### config.mk
export PLATFORM = sky130hd
export DESIGN_NAME = fp_align_pipe
export DESIGN_NICKNAME = d
export VERILOG_FILES = /design/src/rtl/fpu_pkg.sv /design/src/rtl/fp_shift_sticky.sv /design/src/rtl/fp_align_pipe.sv
export SDC_FILE = /design/constraint.sdc
export NUM_CORES = 1
export LEC_CHECK = 0
export CAP_MARGIN = 20
export CORE_AREA = 5 5 189 191
export CTS_CLUSTER_SIZE = 16
export DETAILED_ROUTE_END_ITERATION = 16
export DIE_AREA = 0 0 194 196
export PLACE_DENSITY = 0.77
export SLEW_MARGIN = 20
export SYNTH_ARGS = -nofsm -noshare
export SYNTH_HDL_FRONTEND = slang
export SYNTH_SLANG_ARGS = --single-unit
### constraint.sdc
create_clock -name clk -period 2.4 [get_ports clk]
set_input_delay 0.48 -clock clk [delete_from_list [all_inputs] [get_ports clk]]
set_output_delay 0.48 -clock clk [all_outputs]
set_load 0.05 [all_outputs]
### src/rtl/fpu_pkg.sv
// Shared FPU definitions: default field widths, the unpacked operand
// layout and field-slice helpers for IEEE-754 style operands up to 128 bits.
package fpu_pkg;

  localparam int FP_EXP_W_DEF = 11;
  localparam int FP_MAN_W_DEF = 52;

  // Widest operand the slice helpers understand (quad precision layout).
  localparam int FP_MAX_W   = 128;
  localparam int FP_EXP_MAX = 15;
  localparam int FP_MAN_MAX = 112;

  // Operand after unpacking: effective exponent (denormal reported as 1)
  // and explicit hidden bit.
  typedef struct packed {
    logic                  sign;
    logic [FP_EXP_MAX-1:0] eexp;
    logic                  hidden;
    logic [FP_MAN_MAX-1:0] man;
  } fp_unpacked_t;

  function automatic logic f_sign(input logic [FP_MAX_W-1:0] op,
                                  input int exp_w, input int man_w);
    return op[exp_w+man_w];
  endfunction

  function automatic logic [FP_EXP_MAX-1:0] f_exp(input logic [FP_MAX_W-1:0] op,
                                                  input int exp_w, input int man_w);
    logic [FP_MAX_W-1:0] t;
    t = (op >> man_w) & ~({FP_MAX_W{1'b1}} << exp_w);
    return t[FP_EXP_MAX-1:0];
  endfunction

  function automatic logic [FP_MAN_MAX-1:0] f_man(input logic [FP_MAX_W-1:0] op,
                                                  input int man_w);
    logic [FP_MAX_W-1:0] t;
    t = op & ~({FP_MAX_W{1'b1}} << man_w);
    return t[FP_MAN_MAX-1:0];
  endfunction

  function automatic fp_unpacked_t f_unpack(input logic [FP_MAX_W-1:0] op,
                                            input int exp_w, input int man_w);
    fp_unpacked_t u;
    logic [FP_EXP_MAX-1:0] e;
    e        = f_exp(op, exp_w, man_w);
    u.sign   = f_sign(op, exp_w, man_w);
    u.hidden = (e != '0);
    u.eexp   = (e == '0) ? FP_EXP_MAX'(1) : e;
    u.man    = f_man(op, man_w);
    return u;
  endfunction

endpackage

### src/rtl/fp_shift_sticky.sv
// Barrel right shift of a significand with guard/round/sticky handling.
// Build option: FP_ALIGN_STICKY_EN -- when defined, the LSB of the result
// is the OR of every bit at or below the sticky position; otherwise the
// LSB is forced to 0 (truncating alignment).
module fp_shift_sticky #(
  parameter int SIG_W   = 56,
  parameter int SHIFT_W = 11
) (
  input  logic [SIG_W-1:0]   i_sig,
  input  logic [SHIFT_W-1:0] i_shift,
  output logic [SIG_W-1:0]   o_sig
);

  logic [SIG_W-1:0] w_shifted;

  // Shift amounts >= SIG_W naturally yield zero data.
  assign w_shifted = i_sig >> i_shift;

`ifdef FP_ALIGN_STICKY_EN
  logic [SIG_W-1:0] w_keep_mask;
  logic             w_sticky;

  // Bits below the shift amount fall off; a saturated shift drops them all.
  assign w_keep_mask = {SIG_W{1'b1}} << i_shift;
  assign w_sticky    = (|(i_sig & ~w_keep_mask)) | w_shifted[0];
  assign o_sig       = {w_shifted[SIG_W-1:1], w_sticky};
`else
  assign o_sig = w_shifted & {{(SIG_W-1){1'b1}}, 1'b0};
`endif

endmodule

### src/rtl/fp_align_pipe.sv
// Two-stage operand alignment for the FP add/sub datapath: unpack and
// order by magnitude, then shift the smaller significand into place.
// Build option: FP_ALIGN_STICKY_EN (see fp_shift_sticky).
module fp_align_pipe
  import fpu_pkg::*;
#(
  parameter  int EXP_W = FP_EXP_W_DEF,
  parameter  int MAN_W = FP_MAN_W_DEF,
  localparam int W     = 1 + EXP_W + MAN_W,
  localparam int SIG_W = MAN_W + 4
) (
  input  logic             clk,
  input  logic             rst_n,
  input  logic             in_valid,
  output logic             in_ready,
  input  logic [W-1:0]     a,
  input  logic [W-1:0]     b,
  input  logic             sub_op,
  output logic             out_valid,
  input  logic             out_ready,
  output logic [SIG_W-1:0] op1_sig,
  output logic [SIG_W-1:0] op2_sig,
  output logic             op1_sign,
  output logic             op2_sign,
  output logic             eff_sub,
  output logic [EXP_W-1:0] big_exp,
  output logic [EXP_W-1:0] exp_diff,
  output logic             swapped
);

  // Handshake
  logic w_s1_adv, w_s2_adv;
  logic r_vld_p1, r_vld_p2;

  assign w_s2_adv = !r_vld_p2 || out_ready;
  assign w_s1_adv = !r_vld_p1 || w_s2_adv;
  assign in_ready = w_s1_adv;

  // ---- stage 0 -> 1 : unpack and order by magnitude ----
  logic             w_a_sign, w_b_sign, w_a_hid, w_b_hid, w_swap;
  logic [EXP_W-1:0] w_a_exp, w_b_exp, w_a_eexp, w_b_eexp;
  logic [MAN_W-1:0] w_a_man, w_b_man;

  assign w_a_sign = f_sign(FP_MAX_W'(a), EXP_W, MAN_W);
  assign w_b_sign = f_sign(FP_MAX_W'(b), EXP_W, MAN_W) ^ sub_op;
  assign w_a_exp  = EXP_W'(f_exp(FP_MAX_W'(a), EXP_W, MAN_W));
  assign w_b_exp  = EXP_W'(f_exp(FP_MAX_W'(b), EXP_W, MAN_W));
  assign w_a_man  = MAN_W'(f_man(FP_MAX_W'(a), MAN_W));
  assign w_b_man  = MAN_W'(f_man(FP_MAX_W'(b), MAN_W));
  assign w_a_hid  = |w_a_exp;
  assign w_b_hid  = |w_b_exp;
  assign w_a_eexp = w_a_hid ? w_a_exp : EXP_W'(1);
  assign w_b_eexp = w_b_hid ? w_b_exp : EXP_W'(1);
  // Ties keep a as the larger operand.
  assign w_swap   = {w_b_eexp, w_b_man} > {w_a_eexp, w_a_man};

  logic             r_op1_sign_p1, r_op1_hid_p1, r_op2_sign_p1, r_op2_hid_p1, r_swap_p1;
  logic [EXP_W-1:0] r_op1_eexp_p1, r_diff_p1;
  logic [MAN_W-1:0] r_op1_man_p1, r_op2_man_p1;

  // Stage-1 register: capture ordered operands when the stage advances.
  always_ff @(posedge clk or negedge rst_n) begin
    if (!rst_n) begin
      r_vld_p1      <= 1'b0;
      r_op1_sign_p1 <= 1'b0;
      r_op1_hid_p1  <= 1'b0;
      r_op1_eexp_p1 <= '0;
      r_op1_man_p1  <= '0;
      r_op2_sign_p1 <= 1'b0;
      r_op2_hid_p1  <= 1'b0;
      r_op2_man_p1  <= '0;
      r_diff_p1     <= '0;
      r_swap_p1     <= 1'b0;
    end else if (w_s1_adv) begin
      r_vld_p1 <= in_valid;
      if (in_valid) begin
        r_swap_p1     <= w_swap;
        r_op1_sign_p1 <= w_swap ? w_b_sign : w_a_sign;
        r_op1_hid_p1  <= w_swap ? w_b_hid  : w_a_hid;
        r_op1_eexp_p1 <= w_swap ? w_b_eexp : w_a_eexp;
        r_op1_man_p1  <= w_swap ? w_b_man  : w_a_man;
        r_op2_sign_p1 <= w_swap ? w_a_sign : w_b_sign;
        r_op2_hid_p1  <= w_swap ? w_a_hid  : w_b_hid;
        r_op2_man_p1  <= w_swap ? w_a_man  : w_b_man;
        r_diff_p1     <= w_swap ? (w_b_eexp - w_a_eexp) : (w_a_eexp - w_b_eexp);
      end
    end
  end

  // ---- stage 1 -> 2 : align smaller significand ----
  logic [SIG_W-1:0] w_op2_aligned;

  fp_shift_sticky #(
    .SIG_W   (SIG_W),
    .SHIFT_W (EXP_W)
  ) u_shift (
    .i_sig   ({r_op2_hid_p1, r_op2_man_p1, 3'b000}),
    .i_shift (r_diff_p1),
    .o_sig   (w_op2_aligned)
  );

  logic [SIG_W-1:0] r_op1_sig_p2, r_op2_sig_p2;
  logic             r_op1_sign_p2, r_op2_sign_p2, r_eff_sub_p2, r_swap_p2;
  logic [EXP_W-1:0] r_big_exp_p2, r_diff_p2;

  // Stage-2 register: output holding register, frozen while stalled.
  always_ff @(posedge clk or negedge rst_n) begin
    if (!rst_n) begin
      r_vld_p2      <= 1'b0;
      r_op1_sig_p2  <= '0;
      r_op2_sig_p2  <= '0;
      r_op1_sign_p2 <= 1'b0;
      r_op2_sign_p2 <= 1'b0;
      r_eff_sub_p2  <= 1'b0;
      r_big_exp_p2  <= '0;
      r_diff_p2     <= '0;
      r_swap_p2     <= 1'b0;
    end else if (w_s2_adv) begin
      r_vld_p2 <= r_vld_p1;
      if (r_vld_p1) begin
        r_op1_sig_p2  <= {r_op1_hid_p1, r_op1_man_p1, 3'b000};
        r_op2_sig_p2  <= w_op2_aligned;
        r_op1_sign_p2 <= r_op1_sign_p1;
        r_op2_sign_p2 <= r_op2_sign_p1;
        r_eff_sub_p2  <= r_op1_sign_p1 ^ r_op2_sign_p1;
        r_big_exp_p2  <= r_op1_eexp_p1;
        r_diff_p2     <= r_diff_p1;
        r_swap_p2     <= r_swap_p1;
      end
    end
  end

  assign out_valid = r_vld_p2;
  assign op1_sig   = r_op1_sig_p2;
  assign op2_sig   = r_op2_sig_p2;
  assign op1_sign  = r_op1_sign_p2;
  assign op2_sign  = r_op2_sign_p2;
  assign eff_sub   = r_eff_sub_p2;
  assign big_exp   = r_big_exp_p2;
  assign exp_diff  = r_diff_p2;
  assign swapped   = r_swap_p2;

endmodule

==> impl_metrics.csv <==
group,metric,value,unit
placed_design,gp_congestion,0.964,
critical_path,cp.required,2.83,ns
yosys,synthesis.area,0.0163,sq mm
critical_path,end_kind,"flop",
clock_network,cts_tree,"done",
sta,clock.fmax,321,MHz
layout,drive_gt1_share,35.2,%
sta,slew_viol_final,0,
global_route,grt_max_degree,79,
sta,rsz0062_at_grt,"yes",
critical_path,cp-startpoint,"a[52]",
die,die_area,0.0380,sq mm
global_route,grt_use_total,27.2,%
route,avgRoutedWirePerCell,21.4,um
clock_network,h-tree-depth,1,
die,start_util,47.9,%
global_route,globalRouteOverflowTotal,0,
route,drt_iter0_drc,1400,
status,violations,"setup timing",
critical_path,reg2reg_depth,11,
hold_path,hp-class,"primary input to flop",
status,status,"complete, but fails checks",
yosys,synth-seq-cells,267,
clock_network,worst_skew_pair.late_latency,0.57,ns
yosys,synth_seq_area_share,41.1,%
layout,finalNetCount,2582,
critical_path,rr_endpoint,"op2_sig[5]",
clock_network,cts.sinks,267,
sta,relSlewSlack,52.7,%
route,vias,16700,
yosys,synth_top_area_cell,"dfrtp_1",
clock_network,clk_pin_slew,0.06,ns
sta,finClkSkew,0.0292,ns
route,drc_errors,0,
sta,setup_viol,147,
hold_path,whs_path_depth,4,
job,max_cap_viol_count,0,
critical_path,start_kind,"primary input",
yosys,yosys_warnings,0,
global_route,grt_first_pass_wirelength,85500,um
sta,setup_ws,-0.714,ns
critical_path,criticalPathCategory,"primary input to flop",
sta,worstMarginPinSlew,0.709,ns
pwr,p_per_area,836,mW/mm^2
route,detail-route-antenna-nets,0,
layout,syn2layout_area_growth,55.2,%
yosys,synth_most_common_cell,"dfrtp_1",
clock_network,cts_made_buffers,29,
pwr,irDropWorstVdd,0.000580,V
critical_path,reg2reg_slack,-0.17,ns
placed_design,postPlaceCellArea,0.0218,sq mm
route,drtPass1Iterations,7,
yosys,synthFlopType,"dfrtp_1",
critical_path,cp_data_arrival_time,3.54,ns
sta,final_hold_viol_count,0,
die,row_count,68,
critical_path,r2r-start,"r_diff_p1[1]",
die,boundaryPins,273,
sta,timing.hold.ws,0.378,ns
global_route,grt_pass1_vias,15800,
layout,final_area,0.0252,sq mm
global_route,antenna_found_initial,4,
die,core,0.0339,sq mm
yosys,synth_cells,1778,
pwr,power.leakage,11.4,nW
yosys,synth-edff-count,0,
placed_design,port_buffers,268,
critical_path,crit_fanout,7,
sta,fin_crit,3.11,ns
die,die_h,196,um
layout,fin_cells,2850,
route,avgViaCountPerCell,5.86,
route,finalWirelength,60900,um
clock_network,cts_root_buf,"clkbuf_16",
pwr,power,0.0211,W
yosys,yosysUniqueCellTypes,56,
critical_path,crit_end,"r_diff_p1[2]",
placed_design,place_inst,2713,
sta,fin_crit_sh,130,%
yosys,yosysTopAreaCellShare,41.1,%
placed_design,hpwl,40000,um
yosys,synth_area_leaders,"dfrtp_1 41%, mux2i_1 8.5%, mux2_2 6.9%",
clock_network,cts_buffer_depth,3,
die,dieWidth,194,um
yosys,avgSynthCellArea,9.15,sq um
yosys,synthTopCellsByCount,"267 x dfrtp_1, 240 x nand2_1, 169 x o21ai_0",
yosys,async_reset_ff_share,100,%
==> report_power, final <==
| group | switching [W] | internal, W | total [W] |
|---|---|---|---|
| logic | 0.00600 | 0.00449 | 0.0105 |
| registers | 0.000784 | 0.00544 | 0.00623 |
| clock network | 0.00193 | 0.00245 | 0.00438 |
==> state kept, by name (all words and copies together), names as in the netlist <==
name           cells
r_op1_eexp_p1     11
r_op1_man_p1      52
out_valid          1
r_swap_p1          1
r_vld_p1           1
op2_sig           55
swapped            1
op1_sign           1
r_op2_hid_p1       1
op2_sign           1
big_exp           11
r_op2_sign_p1      1
r_op2_man_p1      52
eff_sub            1
r_op1_sign_p1      1
op1_sig           53
exp_diff          11
r_op1_hid_p1       1
r_diff_p1         11
==> kinds of logic (layout without fill, tap and decap cells) <==
| logic type | Yosys count | after routing | share of synthesized area [%] |
|---|---|---|---|
| and+or+nand+nor | 477 | 477 | 12.5 |
| AOI/OAI and AO/OA | 467 | 467 | 16.5 |
| DFF | 267 | 267 | 41.1 |
| muxes | 252 | 252 | 17.4 |
| buffers and inverters | 228 | 841 | 6.05 |
| adders and majority gates | 76 | 76 | 5.94 |
| xor gates and xnor gates | 10 | 10 | 0.538 |
| other | 1 | 5 | 0.0231 |
==> worst max-delay path: stages <==
cell and delay, ns:
buf_8 0.10, nor4_4 0.40, a31oi_4 0.18, ha_4 0.30, nand4_1 0.12, or4_4 0.48
nor4_4 0.14, buf_4 0.17, o31ai_4 0.08, a21oi_4 0.28, buf_6 0.18, clkbuf_16 0.17
mux2i_1 0.22, xnor2_1 0.15, o21ai_1 0.08
==> final cells by class <==
cell class / instances / area [sq um]
diodes: 1 / 2.50
clock buffers: 36 / 792
clock inverters: 16 / 130
fillers: 2150 / 8700
inverters: 82 / 308
multi-input cells: 1286 / 10000
flip-flops and latches: 267 / 6690
well taps: 455 / 569
repair buffers: 707 / 6740
==> repair_timing <==
action | CTS | global route
endpoints found under the hold margin | 67 | 0
hold buffers | 1 | 0
gates resized for setup | 141 | 371
gates cloned | 3 | 13
buffers inserted | 25 | 44
endpoints found under the setup margin | 147 | 171
pin swaps | 8 | 103
==> per-stage QoR <==
| step | util, % | setup TNS (ns) | setup WS, ns |
|---|---|---|---|
| floorplan | - | -74.66 | -0.611 |
| global placement | 64.3 | -177.53 | -1.49 |
| detailed placement | 64.3 | -192.66 | -1.59 |
| CTS | 68.5 | -54.73 | -0.518 |
| global route | 74.4 | -92.52 | -0.795 |
| finish | 74.4 | -79.26 | -0.714 |
==> layer usage <==
layer  GRT usage (%)  vias up  part of all wire (%)
met5               0        -                 0.056
met3            4.48      248                   8.0
met2            45.8      895                    48
met4            7.63        6                   4.6
met1            36.6     8078                    40
li1                -     7476                     -
==> how the worst min path moves through the flow <==
stage,slack [ns],to,from
after CTS,0.36,r_op1_eexp_p1[5],b[57]
final,0.38,r_op1_eexp_p1[5],b[57]
after global routing,0.37,r_op1_eexp_p1[4],b[56]
after global placement,0.45,op2_sig[17],op2_sig[17]
after floorplan,0.18,big_exp[0],rst_n
after detailed placement,0.46,op2_sig[17],op2_sig[17]
==> layout by cell type (no fill, tap or decap), drive strengths merged, types with 6 or more instances in the layout <==
cell type / synthesis / routed
nor2b: 8 / 8
mux4: 14 / 14
nand2b: 6 / 6
nand3: 44 / 44
mux2: 100 / 100
a22o: 28 / 28
nor4: 9 / 9
dfrtp: 267 / 267
nand2: 240 / 240
buf: 51 / 442
a221oi: 6 / 6
a21oi: 121 / 121
nor2: 118 / 118
clkinv: 2 / 10
inv: 80 / 83
mux2i: 138 / 138
o22ai: 7 / 7
clkbuf: 95 / 47
nor3: 18 / 18
clkdlybuf4s50: 0 / 243
o21ai: 227 / 227
ha: 74 / 74
clkdlybuf4s15: 0 / 6
a31oi: 11 / 11
a211oi: 23 / 23
a21o: 17 / 17
nand4: 16 / 16
Note: power is estimated with default switching activity, not from simulation.
